**src/rtl/hub75_pkg.sv**
```systemverilog
// Shared types and helpers for the HUB75 BCM scan driver.
package hub75_pkg;

  // Top-level scan phases.
  typedef enum logic [1:0] {
    IDLE    = 2'd0,
    SHIFT   = 2'd1,
    LATCH   = 2'd2,
    DISPLAY = 2'd3
  } state_e;

  // Colour-field index inside the pixel-pair word {r1,g1,b1,r0,g0,b0}.
  // Field f occupies bits [f*DEPTH +: DEPTH].
  localparam int FLD_B0 = 0;
  localparam int FLD_G0 = 1;
  localparam int FLD_R0 = 2;
  localparam int FLD_B1 = 3;
  localparam int FLD_G1 = 4;
  localparam int FLD_R1 = 5;

  // OE-active cycles for a bit plane: each plane doubles the weight of the previous one.
  function automatic int disp_ticks(input int base, input int plane);
    return base << plane;
  endfunction

endpackage

```
**src/rtl/hub75_col_shifter.sv**
```systemverilog
// Column shifter: walks one row of pixel pairs per SHIFT phase. Issues the
// framebuffer address two cycles per column, captures the selected bit plane
// from the registered RAM output and pulses sclk mid-way through each data
// window. Valid/ready semantics do not apply: the RAM always answers one cycle
// after the address, so the schedule is fixed and needs no handshake.
module hub75_col_shifter
  import hub75_pkg::*;
#(
  parameter int COLS     = 64,
  parameter int DEPTH    = 4,
  parameter int ROW_BITS = 4,
  parameter int COL_BITS = 6,
  parameter int PLANE_W  = 2
) (
  input  logic                         clk,
  input  logic                         rst,
  input  logic                         i_in_shift,    // FSM is in SHIFT this cycle
  input  logic                         i_shift_next,  // FSM will be in SHIFT next cycle
  input  logic [ROW_BITS-1:0]          i_row_next,
  input  logic [PLANE_W-1:0]           i_plane,
  input  logic [6*DEPTH-1:0]           i_rdata,
  output logic [ROW_BITS+COL_BITS-1:0] o_fb_addr,
  output logic                         o_sclk,
  output logic [2:0]                   o_rgb0,
  output logic [2:0]                   o_rgb1,
  output logic                         o_done
);

  localparam int K_W = $clog2(2 * COLS + 2);
  localparam logic [K_W-1:0] K_COLS2 = K_W'(2 * COLS);
  localparam logic [K_W-1:0] K_LAST  = K_W'(2 * COLS + 1);
  localparam logic [K_W-1:0] K_SCLK0 = K_W'(3);

  logic [K_W-1:0] r_k;
  logic [K_W-1:0] w_k_next;
  logic [5:0]     w_bits;

  // Index of the next SHIFT cycle; restarts at 0 whenever SHIFT is (re)entered.
  always_comb begin
    w_k_next = '0;
    if (i_shift_next && i_in_shift) w_k_next = r_k + K_W'(1);
  end

  // Pick bit i_plane out of each of the six colour fields.
  always_comb begin
    w_bits = '0;
    for (int f = 0; f < 6; f++) begin
      logic [DEPTH-1:0] v;
      v = i_rdata[f*DEPTH +: DEPTH] >> i_plane;
      w_bits[f] = v[0];
    end
  end

  assign o_done = i_in_shift && (r_k == K_LAST);

  // Outputs are registered from the next-cycle index so they line up with k exactly.
  always_ff @(posedge clk or posedge rst) begin
    if (rst) begin
      r_k       <= '0;
      o_fb_addr <= '0;
      o_sclk    <= 1'b0;
      o_rgb0    <= '0;
      o_rgb1    <= '0;
    end else begin
      r_k    <= w_k_next;
      o_sclk <= i_shift_next && w_k_next[0] && (w_k_next >= K_SCLK0);
      if (i_shift_next && !w_k_next[0] && (w_k_next < K_COLS2))
        o_fb_addr <= {i_row_next, w_k_next[COL_BITS:1]};
      if (i_in_shift && r_k[0] && (r_k < K_COLS2)) begin
        o_rgb0 <= {w_bits[FLD_R0], w_bits[FLD_G0], w_bits[FLD_B0]};
        o_rgb1 <= {w_bits[FLD_R1], w_bits[FLD_G1], w_bits[FLD_B1]};
      end
    end
  end

endmodule

```
**src/rtl/hub75_bcm_scan.sv**
```systemverilog
// HUB75 scan driver: per row, for each bit plane, shift the row, latch it and
// hold OE active for a binary-weighted time. Two channels (upper/lower half).
module hub75_bcm_scan
  import hub75_pkg::*;
#(
  parameter int COLS       = 64,
  parameter int SCAN_ROWS  = 16,
  parameter int DEPTH      = 4,
  parameter int BASE_TICKS = 8,
  parameter int COL_BITS   = $clog2(COLS),
  parameter int ROW_BITS   = $clog2(SCAN_ROWS)
) (
  input  logic                         clk,
  input  logic                         rst,
  input  logic                         en,
  output logic [ROW_BITS+COL_BITS-1:0] fb_addr,
  input  logic [6*DEPTH-1:0]           fb_rdata,
  output logic                         sclk,
  output logic                         lat,
  output logic                         oe_n,
  output logic [ROW_BITS-1:0]          row_addr,
  output logic [2:0]                   rgb0,
  output logic [2:0]                   rgb1,
  output logic                         frame_done,
  output state_e                       dbg_state
);

  localparam int PLANE_W = (DEPTH > 1) ? $clog2(DEPTH) : 1;
  localparam int CNT_W   = $clog2((BASE_TICKS << (DEPTH - 1)) + 1);

  state_e               r_state, w_state_next;
  logic [ROW_BITS-1:0]  r_row, w_row_next;
  logic [PLANE_W-1:0]   r_plane, w_plane_next;
  logic [CNT_W-1:0]     r_disp_cnt;
  logic                 w_disp_last, w_disp_exit, w_shift_done, w_abort;
  logic                 w_last_plane, w_last_row;

  assign w_disp_last  = (r_disp_cnt == CNT_W'(disp_ticks(BASE_TICKS, int'(r_plane)) - 1));
  assign w_last_plane = (r_plane == PLANE_W'(DEPTH - 1));
  assign w_last_row   = (r_row == ROW_BITS'(SCAN_ROWS - 1));
  assign dbg_state    = r_state;

  // Next-state, plane/row advance and abort handling.
  always_comb begin
    w_state_next = r_state;
    w_row_next   = r_row;
    w_plane_next = r_plane;
    w_disp_exit  = 1'b0;
    w_abort      = (r_state != IDLE) && !en;
    case (r_state)
      IDLE:    if (en) w_state_next = SHIFT;
      SHIFT:   if (!en) w_state_next = IDLE;
               else if (w_shift_done) w_state_next = LATCH;
      LATCH:   w_state_next = en ? DISPLAY : IDLE;
      DISPLAY: if (!en) w_state_next = IDLE;
               else if (w_disp_last) begin
                 w_state_next = SHIFT;
                 w_disp_exit  = 1'b1;
               end
      default: w_state_next = IDLE;
    endcase
    if (w_abort) begin
      w_row_next   = '0;
      w_plane_next = '0;
    end else if (w_disp_exit) begin
      if (w_last_plane) begin
        w_plane_next = '0;
        w_row_next   = w_last_row ? '0 : r_row + ROW_BITS'(1);
      end else begin
        w_plane_next = r_plane + PLANE_W'(1);
      end
    end
  end

  // State, position and display-tick counter registers.
  always_ff @(posedge clk or posedge rst) begin
    if (rst) begin
      r_state    <= IDLE;
      r_row      <= '0;
      r_plane    <= '0;
      r_disp_cnt <= '0;
    end else begin
      r_state    <= w_state_next;
      r_row      <= w_row_next;
      r_plane    <= w_plane_next;
      r_disp_cnt <= (r_state == DISPLAY && w_state_next == DISPLAY) ?
                    r_disp_cnt + CNT_W'(1) : '0;
    end
  end

  // Panel control pins, registered from the next state so they match it exactly.
  always_ff @(posedge clk or posedge rst) begin
    if (rst) begin
      oe_n       <= 1'b1;
      lat        <= 1'b0;
      row_addr   <= '0;
      frame_done <= 1'b0;
    end else begin
      oe_n       <= (w_state_next != DISPLAY);
      lat        <= (w_state_next == LATCH);
      if (w_state_next == LATCH) row_addr <= r_row;
      frame_done <= w_disp_exit && w_last_plane && w_last_row;
    end
  end

  hub75_col_shifter #(
    .COLS     (COLS),
    .DEPTH    (DEPTH),
    .ROW_BITS (ROW_BITS),
    .COL_BITS (COL_BITS),
    .PLANE_W  (PLANE_W)
  ) u_shifter (
    .clk          (clk),
    .rst          (rst),
    .i_in_shift   (r_state == SHIFT),
    .i_shift_next (w_state_next == SHIFT),
    .i_row_next   (w_row_next),
    .i_plane      (r_plane),
    .i_rdata      (fb_rdata),
    .o_fb_addr    (fb_addr),
    .o_sclk       (sclk),
    .o_rgb0       (rgb0),
    .o_rgb1       (rgb1),
    .o_done       (w_shift_done)
  );

endmodule

```
**config.mk**
```make
export PLATFORM = sky130hd
export DESIGN_NAME = hub75_bcm_scan
export DESIGN_NICKNAME = d
export VERILOG_FILES = /design/src/rtl/hub75_pkg.sv /design/src/rtl/hub75_col_shifter.sv /design/src/rtl/hub75_bcm_scan.sv
export SDC_FILE = /design/constraint.sdc
export NUM_CORES = 1
export LEC_CHECK = 0
export CORE_MARGIN = 2
export CORE_UTILIZATION = 48
export CTS_CLUSTER_DIAMETER = 80
export CTS_CLUSTER_SIZE = 20
export DETAILED_ROUTE_END_ITERATION = 10
export MAX_ROUTING_LAYER = met4
export PLACE_DENSITY_LB_ADDON = 0.15
export SYNTH_ARGS = -nofsm -noshare
export SYNTH_HDL_FRONTEND = slang
export SYNTH_HIERARCHICAL = 1
export SYNTH_SLANG_ARGS = --single-unit
```
**constraint.sdc**
```tcl
create_clock -name clk -period 4.1 [get_ports clk]
set_input_delay 0.41 -clock clk [delete_from_list [all_inputs] [get_ports clk]]
set_output_delay 0.41 -clock clk [all_outputs]
set_load 0.02 [all_outputs]
```
==> impl_results.md, run 1 <==
* Chip height at around 74 µm
* Initial core utilization at approximately half
* Max-cap check violation count at 0
* Placed Cells at 311
* Clock sinks at 47
* Synth area leader: dfrtp_1
* Synthesized netlist cell count at 193
* Setup Skew at between 0.01 and 0.015 ns
* Post-DP HPWL at about 3500 µm
* First-pass GRT wire length at approximately 7800 µm
* Final WS setup at between 0.5 and 0.6 ns
* Ys flop type: dfrtp_1
* Peak VDD IR at around 0.00015 V
* RSZ-0062 raised after global routing: false
* Final Hold Violating Endpoints at 0
* Finished Cell Area at between 0.003 and 0.004 mm²
* Skew-Pair Late Insertion Delay at ~0.3 ns
* Area growth, synth to finish at 28.48%
* Seq/Total Area, Yosys at 49.63%
* Top-count cell post-synth: dfrtp_1
* Synth top area share at between 40% and 50%
* Max Clk Rate at approximately 0.28 GHz
* Final worst path period need at approximately 3.6 ns
* Post-Syn Area at about 0.0024 mm²
* Vias post-DR at between 1500 and 2000
* Status: completed
* Share of cells above drive strength 1 at around 17%
* Worst hold path class: reg -> reg
* # DRC at 0
* # resized after CTS at 0
* Yosys reg bits at between 40 and 50
* Core area at ~0.0048 mm²
* Fin util at between 60% and 70%
* Number of enable flip-flop cells after synthesis at 0
* Power per standard cell area at slightly below 300 mW/mm²
* WP data required at 4.28 ns
* CTS Root Buffer Type: clkbuf_8
* Cell Rows at 25
* Largest net degree at the start of global routing at 26
* Post-CTS Setup Repair Bufs at 0
* Dpl cell area at 0.002964 mm²
* Worst setup path category: reg -> reg
* Final ANT Viol Nets at 0
* GR Util All Layers at ~20%
* Hold-fix buffers, CTS at 0
* Initial antenna violation count at 0
* GPL Wtd Cong at about 0.84
* P_leak at between 1 and 1.5 nW
* Final Non-Filler Cells at approximately 320
* Count of final setup violators at 0
* Clk slew on worst S/H paths at 0.09 ns
* # diodes at 0
* Synth area leaders: dfrtp_1 49%, mux2_4 6.3%, mux4_2 5.7%, mux2_2 4.7%, ha_1 4.2%
* H-Tree Depth at 2
* Crit path DAT at about 3.8 ns
* Slew Limit Fails at 0
* Die width at around 74 µm
* DP Worst Slack at about 0.49 ns
* Avg Cell Area, Syn at between 10 and 15 µm²
* DR iter-0 viols at 45
* Layout net count at 286
* Port buffer count at 52
* Clock Tree Buf Depth at 2
* Commonest cells in the netlist: 46 x dfrtp_1, 16 x nor2_1, 11 x inv_1, 11 x nand2_1, 11 x nand3_1
* Number of global-route vias before repair at between 1500 and 2000
* TNS Setup at 0 ns
* Clock buffer count from CTS at 5
* Routed WL at about 4800 µm
* Global route overflow at 0
* WL/cell at 15.17 µm
* Worst-Margin Slew at 0.9489 ns
* Ys Warns at 6
* Vias per cell at 5.326
* Slew HR at between 30% and 40%
* I/O pins at 53
* Synth cell types at 43
* Post-synthesis async set-or-reset flop share at 100.0%
* Endpoint type of the worst setup path: register
* TritonRoute pass-1 iters at 4
* Syn_nets at 228
* CTS tree: built
* Fin crit share at between 80% and 90%
* CP Max Fanout at 11
* Total die area at ~0.0055 mm²
* CP Launch Type: register
-- per-stage QoR --
| stage | hold WS, ns | power [mW] |
|---|---|---|
| 6_report | 0.4636 | 0.8790 |
| 5_1_grt | 0.5028 | 0.9186 |
| 4_1_cts | 0.4668 | 0.8892 |
| 3_5_place_dp | 0.4543 | 0.6218 |
| 3_3_place_gp | 0.4513 | 0.6189 |
| 2_1_floorplan | 0.3985 | 0.5564 |
-- cell type report --
cell class	instances	area, µm²
fill	393	1707
timing repair buffer	54	535.5
clock inverter	3	15.01
sequential	47	1177
clock buffer	5	68.82
inverter	11	41.29
multi-input combinational	132	1126
tap	67	83.83
-- logic make-up (layout without fill, tap and decap cells) --
| kind of cell | count (synthesis) | in the layout | synth area share [%] |
|---|---|---|---|
| XOR/XNOR | 12 | 12 | 5.590 |
| flip-flops | 47 | 47 | 49.63 |
| AO/OA/AOI/OAI | 27 | 27 | 7.542 |
| multiplexers | 27 | 27 | 17.19 |
| AND/OR/NAND/NOR | 58 | 58 | 12.92 |
| buffers and inverters | 14 | 73 | 2.901 |
| adder cells (fa/ha/maj) | 8 | 8 | 4.220 |
-- registers in the layout, summed over array words and instances, names as in the netlist, 2 cells and up --
signal	cells
u_shifter/o_fb_addr	10
u_shifter/r_k	8
r_disp_cnt	7
r_row	4
row_addr	4
u_shifter/o_rgb0	3
u_shifter/o_rgb1	3
dbg_state	2
r_plane	2
-- routing by layer --
layer | share of wire (%) | global-route usage (%)
met2 | 45 | 29.56
met3 | 8.3 | 5.420
met5 | 0 | -
met4 | 1.1 | 5.952
met1 | 46 | 26.07
-- worst paths after layout --
kind	from	slack (ns)	end	depth (start not counted)
worst max register to register	r_plane[1]	0.51	u_shifter/o_fb_addr[0]	9
worst max-delay path	r_plane[1]	0.51	u_shifter/o_fb_addr[0]	9
worst min-delay path	r_disp_cnt[0]	0.46	r_disp_cnt[0]	1
worst min register to register	r_disp_cnt[0]	0.46	r_disp_cnt[0]	1
max in group asynchronous	rst	2.87	u_shifter/r_k[3]	2
min in group asynchronous	rst	0.59	dbg_state[0]	2
-- report_power, final --
part	internal [mW]	leakage (nW)	switching (mW)
sequential	0.479	0.636	0.00894
combinational	0.0684	0.642	0.0552
clock	0.117	0.0477	0.151
-- cell usage in the layout, fill, tap and decap left out, types with 5 or more instances in the layout --
cell type / instances
dfrtp_1: 46
clkdlybuf4s50_1: 52
nand3_1: 11
nor2_1: 16
inv_1: 11
mux2_4: 10
xnor2_1: 5
o21ai_0: 6
xor2_1: 5
mux4_2: 6
ha_1: 8
nand2_1: 11
clkbuf_8: 5
a21oi_1: 7
mux2_2: 10
-- critical path, cell delays in order (launching register included) --
cell and delay, ns:
dfrtp_1 0.58, inv_1 0.12, ha_1 0.22, xnor3_1 0.35, or4_4 0.50, o21ai_2 0.35
and3_1 0.33, nand3_1 0.09, o311a_1 0.54, mux2_4 0.38
Power figures use the tool's default switching activity.
==> run 2, diff against run 1 <==
Settings changed: PLACE_DENSITY from default to 0.77, PLACE_DENSITY_LB_ADDON 0.15 to default.
==> run 2 against run 1 <==
  * Clock power increased by 31%
  * Total power increased by 9.5%
  * Via count decreased by 0.59%
  * Worst setup slack got worse by 0.043 ns
  * Critical path depth unchanged
  * Highest routed layer unchanged
==> impl_results.md, run 2 (synthesized netlist as in run 1, its figures left out) <==
* Hold-fix buffers, CTS at 0 (unchanged)
* Status: completed (unchanged)
* # diodes at 0 (unchanged)
* Commonest non-fill, non-tap cell in the layout: clkdlybuf4s50_1 (unchanged)
* Port buffer count at 52 (unchanged)
* # DRC at 0 (unchanged)
* Layout net count at 286 (unchanged)
* CP Launch Type: register (unchanged)
* P_leak at 1.339 nW (was 1.325 nW)
* Reg2reg end: u_shifter/o_fb_addr[0] (unchanged)
* Top reg by flops: u_shifter/o_fb_addr (unchanged)
* Vias post-DR at 1689 (was 1699)
* Vias per cell at 5.295 (was 5.326)
* Worst r2r path cells at 9 (unchanged)
* Worst Hold End: r_disp_cnt[0] (unchanged)
* Peak VDD IR at 0.0001908 V (was 0.0001535 V)
* WL/cell at 15.13 µm (was 15.17 µm)
* H-Tree Depth at 2 (unchanged)
* CTS Root Buffer Type: clkbuf_8 (unchanged)
* Number of global-route vias before repair at 1666 (was 1593)
* Clock Tree Buf Depth at 2 (unchanged)
* CTS tree: built (unchanged)
* Reg2Reg Launch Point: r_plane[1] (unchanged)
* Skew-Pair Late Insertion Delay at 0.30 ns (about the same)
* Slew Limit Fails at 0 (unchanged)
* Worst-Margin Slew at 0.9406 ns (was 0.9489 ns)
* Global route overflow at 0 (unchanged)
* Max-cap check violation count at 0 (unchanged)
* GR Util All Layers at 19.30% (was 19.59%)
* Max reg flops at 10 (unchanged)
* Most frequent cells in the layout: 52 x clkdlybuf4s50_1, 46 x dfrtp_1, 16 x nor2_1 (unchanged)
* Core area at 0.004755 mm² (unchanged)
* Post-DP HPWL at 3541 µm (was 3547 µm)
* Reg2Reg Setup Slack at 0.47 ns (was 0.51 ns)
* Slew HR at 37.22% (was 36.67%)
* Worst hold path class: reg -> reg (unchanged)
* Total die area at 0.005520 mm² (unchanged)
* Post-CTS Setup Repair Bufs at 0 (unchanged)
* Fin crit share at 88.53% (was 87.47%)
* Share of cells above drive strength 1 at 17.46% (unchanged)
* Routed WL at 4827 µm (was 4838 µm)
* Clk slew on worst S/H paths at 0.09 ns (about the same)
* Power per standard cell area at 312.4 mW/mm² (was 288.4 mW/mm²)
* DR iter-0 viols at 114 (was 45)
* HP Start: r_disp_cnt[0] (unchanged)
* WP data required at 4.29 ns (was 4.28 ns)
* Total power at 0.9629 mW (was 0.8790 mW)
* Largest net degree at the start of global routing at 26 (unchanged)
* CP Max Fanout at 11 (unchanged)
* Worst Hold Path Cells at 1 (unchanged)
* Endpoint type of the worst setup path: register (unchanged)
* Final worst path period need at 3.630 ns (was 3.586 ns)
* First-pass GRT wire length at 7769 µm (was 7803 µm)
* # resized after CTS at 0 (unchanged)
* Fill count at 382 (was 393)
* Die width at 74.30 µm (unchanged)
* Setup Skew at 0.007501 ns (was 0.01011 ns)
* Cell Rows at 25 (unchanged)
* Initial antenna violation count at 0 (unchanged)
* GPL Wtd Cong at 0.8407 (was 0.8390)
* TritonRoute pass-1 iters at 4 (unchanged)
* DP Worst Slack at 0.5253 ns (was 0.4856 ns)
* Placed Cells at 311 (unchanged)
* Chip height at 74.30 µm (unchanged)
* I/O pins at 53 (unchanged)
* Final Non-Filler Cells at 319 (unchanged)
* Final Hold Violating Endpoints at 0 (unchanged)
* RSZ-0062 raised after global routing: false (unchanged)
* Final WS setup at 0.4704 ns (was 0.5136 ns)
* Crit path DAT at 3.82 ns (was 3.77 ns)
* Area growth, synth to finish at 29.91% (was 28.48%)
* Top flop regs: u_shifter/o_fb_addr x10, u_shifter/r_k x8, r_disp_cnt x7 (unchanged)
* TNS Setup at 0 ns (unchanged)
* Clock buffer count from CTS at 5 (unchanged)
* Max Clk Rate at 0.2755 GHz (was 0.2788 GHz)
* Count of final setup violators at 0 (unchanged)
* Final ANT Viol Nets at 0 (unchanged)
* Clock sinks at 47 (unchanged)
* Initial core utilization at 49.89% (unchanged)
* Worst setup path category: reg -> reg (unchanged)
==> run 2: layout make-up <==
class                      count  area, µm²  share of cell area, %
sequential                    47       1177                  38.21
multi-input combinational    132       1126                  36.54
timing repair buffer          54      535.5                  17.38
tap                           67      83.83                  2.720
clock buffer                   6      82.58                  2.680
inverter                      11      41.29                  1.340
clock inverter                 2      35.03                  1.137
==> run 2: through the flow <==
| step | utilization [%] | instance area (µm²) | hold slack [ns] |
|---|---|---|---|
| 2_1_floorplan | - | 2372 | 0.3985 |
| 3_3_place_gp | 62.34 | 2964 | 0.4497 |
| 3_5_place_dp | 62.34 | 2964 | 0.4712 |
| 4_1_cts | 64.82 | 3082 | 0.4831 |
| 5_1_grt | 64.82 | 3082 | 0.5093 |
| 6_report | 64.82 | 3082 | 0.4772 |
==> run 2: how the worst max path moves through the flow <==
stage | to | depth (start not counted) | startpoint
after global routing | u_shifter/o_fb_addr[5] | 9 | r_plane[1]
after floorplan | u_shifter/o_fb_addr[0] | 11 | r_plane[1]
after global placement | u_shifter/o_fb_addr[0] | 9 | r_plane[1]
after detailed placement | u_shifter/o_fb_addr[5] | 9 | r_plane[1]
after CTS | u_shifter/o_fb_addr[0] | 9 | r_plane[1]
final | u_shifter/o_fb_addr[0] | 9 | r_plane[1]
==> run 2: per-layer routing <==
layer / share of wire (%) / track usage (%) / wire length [µm]
met3: 8.0 / 5.149 / 385
met4: 0.79 / 6.548 / 38
met1: 45 / 25.11 / 2165
met2: 46 / 29.56 / 2238
met5: 0 / - / 0
==> run 2: worst max-delay path: stages (launching register included) <==
cell and delay [ns]:
dfrtp_1 0.59, inv_1 0.12, ha_1 0.23, xnor3_1 0.37, or4_4 0.50, o21ai_2 0.36, and3_1 0.33, nand3_1 0.11
o311a_1 0.54, mux2_4 0.38
==> run 2: where the power goes <==
part           switching (mW)  leakage (nW)  internal (mW)  total, mW
logic                  0.0555         0.642         0.0684      0.124
registers             0.00902         0.636          0.479      0.488
clock network           0.154        0.0612          0.197      0.351
total                   0.218          1.34          0.744      0.963
==> run 3, diff against run 2 <==
Settings changed: REMOVE_ABC_BUFFERS from default to 1.
==> run 3 against run 2 <==
  * Largest cell class unchanged
  * Sequential power about the same
  * Total power down 6.6%
  * Combinational power about the same
  * Maximum frequency up 7.2%
  * Register-to-register slack better by 0.24 ns
  * Clock skew up 0.0059 ns
  * Non-clock buffer count up 1
  * Clock-buffer cell count up 1
==> impl_results.md, run 3 (synthesized netlist as in run 1, its figures left out) <==
* First-pass GRT wire length at 7728 µm (was 7769 µm)
* CP cell instances: inv_1, ha_1, xnor3_1, or4_4, o21ai_2, and3_1, nand3_1, o311a_1, mux2_4 (unchanged)
* Dpl cell area at 0.002972 mm² (was 0.002964 mm²)
* TNS Setup at 0 ns (unchanged)
* Chip height at 74.30 µm (unchanged)
* Met3 WL at 344 µm (was 385 µm)
* Reg2reg end: u_shifter/o_fb_addr[3] (was u_shifter/o_fb_addr[0])
* Reg2Reg Launch Point: r_plane[1] (unchanged)
* Internal power at 0.6833 mW (was 0.7444 mW)
* Max-cap check violation count at 0 (unchanged)
* CP Max Fanout at 11 (unchanged)
* Power per standard cell area at 293.5 mW/mm² (was 312.4 mW/mm²)
* TritonRoute pass-1 iters at 4 (unchanged)
* Slew Limit Fails at 0 (unchanged)
* Area occupied by multi-input gates at 0.001126 mm² (unchanged)
* Port buffer count at 52 (unchanged)
* P_leak at 1.330 nW (was 1.339 nW)
* Final worst path period need at 3.385 ns (was 3.630 ns)
* GR Util All Layers at 19.19% (was 19.30%)
* DR iter-0 viols at 76 (was 114)
* Critical path's slowest cell: dfrtp_1 (unchanged)
* Peak VDD IR at 0.0001920 V (was 0.0001908 V)
* GPL Wtd Cong at 0.8230 (was 0.8407)
* WL/cell at 14.84 µm (was 15.13 µm)
* CTS tree: built (unchanged)
* WP data required at 4.28 ns (was 4.29 ns)
* Initial antenna violation count at 0 (unchanged)
* Worst-Margin Slew at 0.9729 ns (was 0.9406 ns)
* Reg2Reg Setup Slack at 0.71 ns (was 0.47 ns)
* Clk slew on worst S/H paths at 0.09 ns (about the same)
* # resized after CTS at 0 (unchanged)
* Clock Tree Buf Depth at 2 (unchanged)
* Core area at 0.004755 mm² (unchanged)
* Routed met1 length at 2105 µm (was 2165 µm)
* Worst hold path class: reg -> reg (unchanged)
* Global route overflow at 0 (unchanged)
* Comb pwr share at 13.7% (was 12.9%)
* Most frequent cells in the layout: 52 x clkdlybuf4s50_1, 46 x dfrtp_1, 16 x nor2_1 (unchanged)
* CTS Root Buffer Type: clkbuf_8 (unchanged)
* Area growth, synth to finish at 29.11% (was 29.91%)
* CP Capture Point: u_shifter/o_fb_addr[3] (was u_shifter/o_fb_addr[0])
* Final Hold Violating Endpoints at 0 (unchanged)
* Max Clk Rate at 0.2954 GHz (was 0.2755 GHz)
* Skew-Pair Late Insertion Delay at 0.30 ns (about the same)
* Total die area at 0.005520 mm² (unchanged)
* Part of the power in the clock network at 32.0% (was 36.5%)
* Number of global-route vias before repair at 1724 (was 1666)
* Final ANT Viol Nets at 0 (unchanged)
* Fin util at 64.42% (was 64.82%)
* Crit path DAT at 3.56 ns (was 3.82 ns)
* Clock buffer count from CTS at 5 (unchanged)
* Hold-fix buffers, CTS at 0 (unchanged)
* Post-DP HPWL at 3435 µm (was 3541 µm)
* Initial core utilization at 49.89% (unchanged)
* I/O pins at 53 (unchanged)
* Post-CTS Setup Repair Bufs at 0 (unchanged)
* Status: completed (unchanged)
* Clock sinks at 47 (unchanged)
* Switching Fraction at 23.98% (was 22.69%)
* Top flop regs: u_shifter/o_fb_addr x10, u_shifter/r_k x8, r_disp_cnt x7 (unchanged)
* RSZ-0062 raised after global routing: false (unchanged)
* Worst r2r path cells at 9 (unchanged)
* Psw at 0.2156 mW (was 0.2185 mW)
* Sequential Power Share at 54.3% (was 50.6%)
* Fin crit share at 82.56% (was 88.53%)
* # diodes at 0 (unchanged)
* Slowest stage delay, CP at 0.58 ns (was 0.59 ns)
* Count of final setup violators at 0 (unchanged)
* Slew HR at 35.07% (was 37.22%)
* H-Tree Depth at 2 (unchanged)
* Finished Cell Area at 0.003063 mm² (was 0.003082 mm²)
* Endpoint type of the worst setup path: register (unchanged)
* Worst setup path category: reg -> reg (unchanged)
* Largest net degree at the start of global routing at 26 (unchanged)
* Share of cells above drive strength 1 at 17.39% (was 17.46%)
* Cell Rows at 25 (unchanged)
* Die width at 74.30 µm (unchanged)
* Critical Path Start: r_plane[1] (unchanged)
* Setup Skew at 0.01345 ns (was 0.007501 ns)
* Routed WL at 4749 µm (was 4827 µm)
* Vias post-DR at 1711 (was 1689)
* Layout net count at 287 (was 286)
* Met2 WL post-DR at 2221 µm (was 2238 µm)
* Top Metal Used: met4 (unchanged)
* Commonest non-fill, non-tap cell in the layout: clkdlybuf4s50_1 (unchanged)
* Max reg flops at 10 (unchanged)
* Vias per cell at 5.347 (was 5.295)
* CP Launch Type: register (unchanged)
* Fill count at 398 (was 382)
* Total power at 0.8989 mW (was 0.9629 mW)
* Top reg by flops: u_shifter/o_fb_addr (unchanged)
* FF/Latch Area at 0.001177 mm² (unchanged)
* # DRC at 0 (unchanged)
==> run 3: changes by cell type in the layout (fill, tap and decap cells not counted) <==
cell / change
buf_4: +1
bufinv_16: -1
clkbuf_1: +1
==> run 3: per-stage QoR <==
step	cells	setup WS [ns]	hold WS, ns
floorplan	190	0.7822	0.3985
CTS	320	0.6831	0.4760
global route	320	0.4492	0.5027
finish	320	0.7149	0.4676
global placement	312	0.8033	0.4509
detailed placement	312	0.7276	0.4577
==> run 3: worst min-delay path by stage <==
| stage | from | end | slack (ns) | depth (start not counted) |
|---|---|---|---|---|
| finish | r_disp_cnt[0] | r_disp_cnt[0] | 0.47 | 1 |
| global route | r_disp_cnt[0] | r_disp_cnt[0] | 0.50 | 1 |
| global placement | r_disp_cnt[0] | r_disp_cnt[0] | 0.45 | 1 |
| CTS | r_disp_cnt[0] | r_disp_cnt[0] | 0.48 | 1 |
| floorplan | rst | dbg_state[0] | 0.40 | 1 |
| detailed placement | r_disp_cnt[0] | r_disp_cnt[0] | 0.46 | 1 |
==> run 3: cell type report <==
type / count / share of cell area, %
Clock buffer: 7 / 2.819
Clock inverter: 1 / 0.1634
Inverter: 11 / 1.348
Multi-Input combinational cell: 132 / 36.76
Sequential cell: 47 / 38.44
Tap cell: 67 / 2.737
Timing Repair Buffer: 55 / 17.73
==> run 3: power groups by stage <==
stage	Combinational, mW	Sequential (mW)	Clock, mW
after floorplan	0.0402	0.515	0
after global placement	0.122	0.496	0
after detailed placement	0.125	0.497	0
after CTS	0.125	0.488	0.295
after global routing	0.133	0.490	0.314
final	0.123	0.488	0.288
==> run 3: critical path, delay by kind of cell (launching register included) <==
kind / cells / cell delay (ns)
xor+xnor: 1 / 0.36
compound gates: 2 / 0.71
flops: 1 / 0.58
simple gates: 3 / 0.87
mux: 1 / 0.39
fa+ha+maj: 1 / 0.23
buf+inv: 1 / 0.12
==> run 3: per-layer routing <==
metal | GRT usage (%) | vias to the layer above
met1 | 23.85 | 834
met5 | - | -
met3 | 4.336 | 6
met2 | 31.15 | 55
met4 | 6.548 | 0
li1 | - | 816
